$ cat src/rtl/yutorina_dmac_pkg.sv
// Shared definitions for the yutorina DMA controller: register map, CTRL bit
// positions, bus direction encodings and master FSM state encodings.
package yutorina_dmac_pkg;

    // Width of the transfer word counter
    localparam int unsigned DMAC_COUNT_W = 16;

    // Bus slave select assigned to the DMAC register window
    localparam logic [2:0] DmacAddrLocale = 3'h5;

    // Register indices within the slave window
    localparam logic [1:0] DMAC_CTRL  = 2'd0;
    localparam logic [1:0] DMAC_SRC   = 2'd1;
    localparam logic [1:0] DMAC_DST   = 2'd2;
    localparam logic [1:0] DMAC_COUNT = 2'd3;

    // CTRL bit positions
    localparam int unsigned DMAC_CTRL_START = 0;
    localparam int unsigned DMAC_CTRL_IE    = 1;
    localparam int unsigned DMAC_CTRL_DONE  = 2;

    // Bus direction encodings
    localparam logic READ  = 1'b1;
    localparam logic WRITE = 1'b0;

    // Master FSM states
    typedef enum logic [2:0] {
        StIdle = 3'd0,
        StReq  = 3'd1,
        StRd   = 3'd2,
        StWr   = 3'd3,
        StNext = 3'd4,
        StDone = 3'd5
    } dmac_state_e;

endpackage

$ cat src/rtl/yutorina_dmac.sv
// Single-channel memory-to-memory DMA controller: a four-register slave window
// programmed by the CPU and a bus master that copies COUNT words SRC -> DST.
module yutorina_dmac
    import yutorina_dmac_pkg::*;
#(
    parameter int unsigned DATA_W  = 32,
    parameter int unsigned ADDR_W  = 30,
    parameter int unsigned COUNT_W = DMAC_COUNT_W
) (
    input  logic              i_clk,
    input  logic              i_rst,
    // Slave register window
    input  logic              i_cs_,
    input  logic              i_s_as_,
    input  logic [1:0]        i_s_addr,
    input  logic              i_s_rw,
    input  logic [DATA_W-1:0] i_s_w_data,
    output logic [DATA_W-1:0] o_s_r_data,
    output logic              o_s_rdy_,
    // Bus master
    output logic              o_m_req_,
    input  logic              i_m_grnt_,
    output logic [ADDR_W-1:0] o_m_addr,
    output logic              o_m_as_,
    output logic              o_m_rw,
    output logic [DATA_W-1:0] o_m_w_data,
    input  logic [DATA_W-1:0] i_m_r_data,
    input  logic              i_m_rdy_,
    // Completion interrupt
    output logic              o_int
);

    dmac_state_e         r_state;
    dmac_state_e         w_state_d;
    logic                r_busy;
    logic                r_ie;
    logic                r_done;
    logic [ADDR_W-1:0]   r_src;
    logic [ADDR_W-1:0]   r_dst;
    logic [COUNT_W-1:0]  r_count;
    logic [DATA_W-1:0]   r_buf;
    // Read half of the current word is done; a regrant resumes at the write
    logic                r_have_data;
    logic                r_s_rdy_;
    logic [DATA_W-1:0]   r_s_r_data;
    logic [DATA_W-1:0]   w_rd_data;
    logic                w_acc;
    logic                w_wr;
    logic                w_unused_wdata;

    assign w_acc          = ~i_cs_ & ~i_s_as_;
    assign w_wr           = w_acc & (i_s_rw == WRITE);
    assign w_unused_wdata = ^i_s_w_data[DATA_W-1:ADDR_W];

    assign o_s_rdy_   = r_s_rdy_;
    assign o_s_r_data = r_s_r_data;
    assign o_int      = r_done & r_ie;

    // Register read multiplexer; unused bits read as zero
    always_comb begin
        w_rd_data = '0;
        unique case (i_s_addr)
            DMAC_CTRL: begin
                w_rd_data[DMAC_CTRL_START] = r_busy;
                w_rd_data[DMAC_CTRL_IE]    = r_ie;
                w_rd_data[DMAC_CTRL_DONE]  = r_done;
            end
            DMAC_SRC:   w_rd_data[ADDR_W-1:0]  = r_src;
            DMAC_DST:   w_rd_data[ADDR_W-1:0]  = r_dst;
            DMAC_COUNT: w_rd_data[COUNT_W-1:0] = r_count;
            default:    w_rd_data = '0;
        endcase
    end

    // Slave response, CPU register writes and FSM-side register updates
    always_ff @(posedge i_clk or posedge i_rst) begin
        if (i_rst) begin
            r_s_rdy_    <= 1'b1;
            r_s_r_data  <= '0;
            r_busy      <= 1'b0;
            r_ie        <= 1'b0;
            r_done      <= 1'b0;
            r_src       <= '0;
            r_dst       <= '0;
            r_count     <= '0;
            r_buf       <= '0;
            r_have_data <= 1'b0;
        end else begin
            r_s_rdy_   <= ~w_acc;
            r_s_r_data <= (w_acc && i_s_rw == READ) ? w_rd_data : '0;

            if (w_wr) begin
                unique case (i_s_addr)
                    DMAC_CTRL: begin
                        r_ie <= i_s_w_data[DMAC_CTRL_IE];
                        if (i_s_w_data[DMAC_CTRL_DONE]) begin
                            r_done <= 1'b0;
                        end
                        if (!r_busy && i_s_w_data[DMAC_CTRL_START]) begin
                            r_busy <= 1'b1;
                        end
                    end
                    DMAC_SRC:   if (!r_busy) r_src <= i_s_w_data[ADDR_W-1:0];
                    DMAC_DST:   if (!r_busy) r_dst <= i_s_w_data[ADDR_W-1:0];
                    DMAC_COUNT: if (!r_busy) r_count <= i_s_w_data[COUNT_W-1:0];
                    default: ;
                endcase
            end

            // Hardware updates come last so a DONE set beats a same-cycle CPU clear
            if (r_state == StIdle && r_busy && r_count == '0) begin
                r_busy <= 1'b0;
                r_done <= 1'b1;
            end
            if (r_state == StRd && !i_m_rdy_) begin
                r_buf       <= i_m_r_data;
                r_have_data <= 1'b1;
            end
            if (r_state == StWr && !i_m_rdy_) begin
                r_have_data <= 1'b0;
            end
            if (r_state == StNext) begin
                r_src   <= r_src + 1'b1;
                r_dst   <= r_dst + 1'b1;
                r_count <= r_count - 1'b1;
            end
            if (r_state == StDone) begin
                r_busy <= 1'b0;
                r_done <= 1'b1;
            end
        end
    end

    // FSM state register
    always_ff @(posedge i_clk or posedge i_rst) begin
        if (i_rst) begin
            r_state <= StIdle;
        end else begin
            r_state <= w_state_d;
        end
    end

    // FSM next state and bus master outputs
    always_comb begin
        w_state_d  = r_state;
        o_m_req_   = 1'b1;
        o_m_as_    = 1'b1;
        o_m_rw     = READ;
        o_m_addr   = '0;
        o_m_w_data = '0;
        unique case (r_state)
            StIdle: begin
                if (r_busy && r_count != '0) begin
                    w_state_d = StReq;
                end
            end
            StReq: begin
                o_m_req_ = 1'b0;
                if (!i_m_grnt_) begin
                    w_state_d = r_have_data ? StWr : StRd;
                end
            end
            StRd: begin
                o_m_req_ = 1'b0;
                o_m_as_  = 1'b0;
                o_m_rw   = READ;
                o_m_addr = r_src;
                if (!i_m_rdy_) begin
                    w_state_d = i_m_grnt_ ? StReq : StWr;
                end
            end
            StWr: begin
                o_m_req_   = 1'b0;
                o_m_as_    = 1'b0;
                o_m_rw     = WRITE;
                o_m_addr   = r_dst;
                o_m_w_data = r_buf;
                if (!i_m_rdy_) begin
                    w_state_d = StNext;
                end
            end
            StNext: begin
                // Bus stays requested across the whole burst
                o_m_req_ = 1'b0;
                if (r_count == COUNT_W'(1)) begin
                    w_state_d = StDone;
                end else if (i_m_grnt_) begin
                    w_state_d = StReq;
                end else begin
                    w_state_d = StRd;
                end
            end
            StDone: begin
                w_state_d = StIdle;
            end
            default: begin
                w_state_d = StIdle;
            end
        endcase
    end

endmodule
$ cat config.mk
export PLATFORM = sky130hd
export DESIGN_NAME = yutorina_dmac
export DESIGN_NICKNAME = d
export VERILOG_FILES = /design/src/rtl/yutorina_dmac_pkg.sv /design/src/rtl/yutorina_dmac.sv
export SDC_FILE = /design/constraint.sdc
export NUM_CORES = 1
export LEC_CHECK = 0
export CAP_MARGIN = 20
export CORE_MARGIN = 2
export CORE_UTILIZATION = 30
export CTS_BUF_LIST = sky130_fd_sc_hd__clkbuf_2
export DETAILED_ROUTE_END_ITERATION = 6
export GPL_TIMING_DRIVEN = 1
export SYNTH_ARGS = -nofsm -noshare
export SYNTH_HDL_FRONTEND = slang
export SYNTH_SLANG_ARGS = --single-unit
export TNS_END_PERCENT = 30
$ cat constraint.sdc
create_clock -name i_clk -period 11 [get_ports i_clk]
set_input_delay 2.2 -clock i_clk [delete_from_list [all_inputs] [get_ports i_clk]]
set_output_delay 2.2 -clock i_clk [all_outputs]
set_load 0.005 [all_outputs]
==> results of run 1 <==
-- layout make-up --
cell class	instances	area share [%]
Tap cell	341	4.10
Inverter	11	0.445
Multi-Input combinational cell	671	40.6
Antenna cell	1	0.0241
Timing Repair Buffer	179	17.0
Sequential cell	146	35.2
Clock inverter	13	1.78
Clock buffer	19	0.914
-- power breakdown --
| group | switching (mW) | leakage, nW | internal (mW) | total, mW |
|---|---|---|---|---|
| sequential | 0.307 | 1.76 | 0.739 | 1.05 |
| clock | 0.212 | 0.164 | 0.152 | 0.364 |
| combinational | 0.460 | 2.33 | 0.518 | 0.979 |
-- synth_stat cells, types with 4 or more instances --
master,number
a31oi_1,7
mux2_2,34
dfrtp_1,145
mux2i_1,35
buf_1,12
a22oi_1,16
a211oi_1,19
o221a_2,9
nand2_1,54
or2_2,5
nand4_1,14
a21oi_1,59
ha_1,8
clkbuf_1,43
o21ai_0,22
o21a_1,6
and2_1,4
a311oi_1,10
and3_1,50
o22ai_1,11
nor2_1,147
a222oi_1,16
nor3_1,24
o211ai_1,8
inv_1,10
nor4_1,4
buf_2,14
and4_1,8
nand3_1,44
-- sequential cells by signal (all words and copies together) (netlist names) --
register,count
r_buf,32
o_s_r_data,30
r_dst,30
r_src,30
r_count,16
r_state,3
o_s_rdy_,1
r_busy,1
r_done,1
r_have_data,1
r_ie,1
-- worst paths after layout --
path,cells past startpoint,start,end,slack [ns]
worst max-delay path,5,r_state[1],o_m_addr[17],5.57
worst min-delay path,1,r_buf[6],r_buf[6],0.53
worst max register to register,6,r_state[0],r_src[23],7.16
worst min register to register,1,r_buf[6],r_buf[6],0.53
max in group asynchronous,3,i_rst,r_dst[1],7.63
min in group asynchronous,2,i_rst,r_buf[24],1.93
-- per-stage QoR --
| stage | util [%] | setup WS [ns] | hold WS [ns] | area (um^2) | instances |
|---|---|---|---|---|---|
| CTS | 38.6 | 5.51 | 0.535 | 10400 | 1379 |
| global route | 38.7 | 5.32 | 0.551 | 10400 | 1381 |
| detailed placement | 37.6 | 5.61 | 0.489 | 10100 | 1347 |
| floorplan | - | 4.88 | 0.464 | 8200 | 900 |
| finish | 38.7 | 5.57 | 0.530 | 10400 | 1381 |
| global placement | 37.6 | 5.67 | 0.481 | 10100 | 1347 |
-- worst register-to-register path, cell delays in order, from the launching register on --
cell      delay, ns
dfrtp_2        0.75
nor3b_2        0.89
buf_4          0.64
nand3_1        0.36
nor2_1         0.75
a211oi_1       0.18
a311oi_1       0.23
-- cell families after synthesis --
kind of cell,share of synthesized area (%)
simple gates,22.6
flops,44.6
xor+xnor,0.427
fa+ha+maj,1.22
other cells,0.0457
compound gates,18.1
mux,8.94
buf+inv,4.15
-- per-layer routing --
layer | part of all wire [%] | routed length, um
met5 | 0 | 0
met4 | 1.9 | 513
met3 | 6.8 | 1870
met2 | 45 | 12600
met1 | 46 | 12700
==> run summary, run 1 <==
Run status: complete, no violations
Post-synthesis async set-or-reset flop share: 100%
CTS H-tree depth: 4
EDFF count, synth: 0
Die height: 169 um
Post-synthesis sequential area ratio: 44.6%
Die ar.: 0.0287 mm^2
GRT Util Overall: 19.3%
Cell count after synthesis: 899
I/O Pins: 172
PortBufs: 167
Req. time, crit path: 8.80 ns
CP peak stage delay: 0.57 ns
Cell taking the most area after synthesis: dfrtp_1
Area share of the largest cell type after synthesis: 44.3%
Cell area after synthesis: 0.00820 mm^2
Core Region: 0.0269 mm^2
DRC: 0
Overall power: 2.39 mW
Final hold vios: 0
Grt met3 use: 3.80%
Unrepaired setup endpoints after global routing: false
Sink Count: 146
Crit-path cells: nor2b_2 -> clkinv_1 -> buf_4 -> nor2_1 -> clkdlybuf4s50_1
Global-route wire length before repair: 43400 um
Leakage power: 4.26 nW
Die width: 169 um
Commonest non-fill, non-tap cell in the layout: clkdlybuf4s50_1
Clock latency at the later pin of the worst-skew pair: 0.75 ns
Post-DP HPWL: 19200 um
Least-Margin Pin Slew: 0.952 ns
Antenna violation net count after detailed routing: 0
Final Critical Period: 5.43 ns
Initial antenna violation count: 1
GRT overflow: 0
Final setup vio count: 0
Area Growth Syn to Fin: 26.9%
Slowest cell on crit path: dfrtp_1
Num CTS Buffers: 17
Initial DRC count: 849
Vias in the first global route: 7464
Pin count of the biggest net entering global routing: 80
Max_cap viols: 0
Top cells by area, synth: dfrtp_1 44%, nor2_1 6.7%, mux2_2 4.7%
Power Density: 230 mW/mm^2
Hold Crit Class: reg -> reg
Syn Area/Cell: 9.12 um^2
Sequential cell area: 0.00366 mm^2
Met2 Usage GRT: 30.4%
Layout net count: 1107
Met1 Usage GRT: 27.2%
CTS clk-pin slew, worst paths: 0.22 ns
# fillers: 2730
Setup bufs post-CTS: 0
Period utilisation layout: 49.3%
Hold buffer count at cts: 0
Register bit count reported by yosys: 146
Slew Limit Fails: 0
Vias: 7732
Worst path arrival time: 3.23 ns
Crit path kind: reg -> out
Routability cong.: 0.856
Most frequent cells in the layout: 167 x clkdlybuf4s50_1, 147 x nor2_1, 144 x dfrtp_1
Top delay family on crit path: buffers and inverters
Clk buf depth: 2
Post-CTS Resized: 0
DR pass1 iterations: 6
Post-Route WL: 27700 um
Rows: 60
Initial core utilization: 30.5%
Crit Path Max Fanout: 18
Buffers and inverters on the worst path: 3
Share of cells above drive strength 1: 10.2%
Critical Path End Type: primary output
Worst vdd ir: 79.3 uV
Root Buffer: clkbuf_2
Multi-input logic area: 0.00422 mm^2
Crit start category: flop
Max frequency: 184 MHz
Clk_skew: 0.0404 ns
DR WL/cell: 20.0 um
Ys Warns: 0
Global route hottest layer: met2
Vias/cell: 5.60
CTS tree: yes
Slew HR: 36.5%
Prevailing post-synth register cell: dfrtp_1
Distinct cells, synth: 67
Setup_tns: 0 ns
No activity file was read; power rests on OpenSTA's default activity.
==> run 2, diff against run 1 <==
==> constraint.sdc (replaced) <==
create_clock -name i_clk -period 5.2 [get_ports i_clk]
set_input_delay 1.04 -clock i_clk [delete_from_list [all_inputs] [get_ports i_clk]]
set_output_delay 1.04 -clock i_clk [all_outputs]
set_load 0.005 [all_outputs]
==> run summary, run 2 (synthesized netlist as in run 1, its figures left out) <==
Post-Layout Cell Count: 1385
DR pass1 iterations: 6
Die width: 169 um
Req. time, crit path: 4.16 ns
Initial core utilization: 30.5%
Num CTS Buffers: 17
Worst path arrival time: 3.10 ns
Final hold vios: 0
Global-route wire length before repair: 44000 um
Max frequency: 241 MHz
Worst r2r dst: r_src[23]
Area Growth Syn to Fin: 27.2%
Clk_skew: 0.0348 ns
R2r startpoint: r_state[0]
Vias: 7738
Setup bufs post-CTS: 0
Max_cap viols: 0
Rows: 60
Critical Path End Type: primary output
Post-DP HPWL: 19200 um
Slowest cell on crit path: dfrtp_1
Crit Path Max Fanout: 17
Unrepaired setup endpoints after global routing: false
Post-CTS Resized: 0
Crit path kind: reg -> out
Setup_tns: 0 ns
Initial DRC count: 848
DRC: 0
Crit-path cells: nor2b_2 -> clkinv_1 -> buf_4 -> nor2_1 -> clkdlybuf4s50_1
GRT overflow: 0
CP Capture Point: o_m_addr[1]
Final core occ: 38.8%
Period utilisation layout: 79.7%
Fin Hold WS: 0.530 ns
Max reg flops: 32
Reg2Reg Setup Slack: 2.22 ns
Leakage power: 4.26 nW
Run status: complete, no violations
Most frequent cells in the layout: 167 x clkdlybuf4s50_1, 147 x nor2_1, 144 x dfrtp_1
I/O Pins: 172
Least-Margin Pin Slew: 1.04 ns
Crit start category: flop
Final Critical Period: 4.14 ns
Commonest non-fill, non-tap cell in the layout: clkdlybuf4s50_1
Sink Count: 146
Final setup vio count: 0
Power Density: 484 mW/mm^2
Hold Crit Class: reg -> reg
Pin count of the biggest net entering global routing: 93
Vias/cell: 5.59
Die ar.: 0.0287 mm^2
Share of cells above drive strength 1: 10.5%
CP startpoint: r_state[1]
Worst vdd ir: 176 uV
CTS clk-pin slew, worst paths: 0.23 ns
CP peak stage delay: 0.59 ns
Slew Limit Fails: 0
PortBufs: 167
Cell count of the worst reg-to-reg path: 6
Cell count after placement: 1352
Routability cong.: 0.852
Post-Route WL: 28200 um
Core Region: 0.0269 mm^2
Clk buf depth: 2
CTS H-tree depth: 4
GRT Util Overall: 19.7%
Clock latency at the later pin of the worst-skew pair: 0.75 ns
Root Buffer: clkbuf_2
CTS tree: yes
DR WL/cell: 20.3 um
Hold buffer count at cts: 0
Antenna violation net count after detailed routing: 0
Vias in the first global route: 7434
Initial antenna violation count: 1
Die height: 169 um
Largest reg by FF count: r_buf
Slew HR: 30.8%
Layout net count: 1111
## run 2: cell count changes in the layout (fill, tap and decap cells not counted)
cell        before  now
bufinv_16        4    3
ha_2             1    0
clkinv_4         3    2
inv_6            2    4
ha_1             7    8
clkinv_2         3    0
buf_6            1    0
buf_12           0    1
clkinvlp_4       2    6
buf_4           11   15
clkbuf_2        19   18
## run 2: power by group
group	leakage (nW)	total, mW	internal [mW]	switching, mW
registers	1.76	2.21	1.56	0.645
logic	2.35	2.09	1.10	0.990
clock network	0.140	0.752	0.274	0.477
## run 2: worst min-delay path by stage
stage / from / end / cells after the start
2_1_floorplan: r_done / r_done / 1
3_3_place_gp: r_buf[15] / r_buf[15] / 1
3_5_place_dp: r_buf[25] / r_buf[25] / 1
4_1_cts: r_buf[2] / r_buf[2] / 1
5_1_grt: r_buf[26] / r_buf[26] / 1
6_report: r_buf[25] / r_buf[25] / 1
## run 2: final cells by class
type	count	area, um^2
flip-flops and latches	146	3660
well taps	341	427
clock inverters	14	179
diodes	1	2.50
repair buffers	183	1800
multi-input cells	671	4220
fillers	2714	16500
clock buffers	18	90.1
inverters	11	46.3
## run 2: routing by layer
layer  track usage, %  up-vias  wire (um)
met5                0        -          0
met4             5.50        0        417
li1                 -     3588          -
met2             30.5      287      13000
met3             3.52       29       1750
met1             28.1     3834      13000
## run 2: critical path, delay by kind of cell (launching register included)
| family | cells | cell delay (ns) |
|---|---|---|
| buf+inv | 3 | 1.36 |
| flops | 1 | 0.59 |
| simple gates | 2 | 0.41 |
## run 2: per-stage QoR
step	instance area, um^2	power, mW	setup slack, ns
floorplan	8200	3.35	0.239
global placement	10200	4.26	1.62
detailed placement	10200	4.31	1.53
CTS	10400	5.07	0.941
global route	10400	5.43	0.738
finish	10400	5.05	1.06
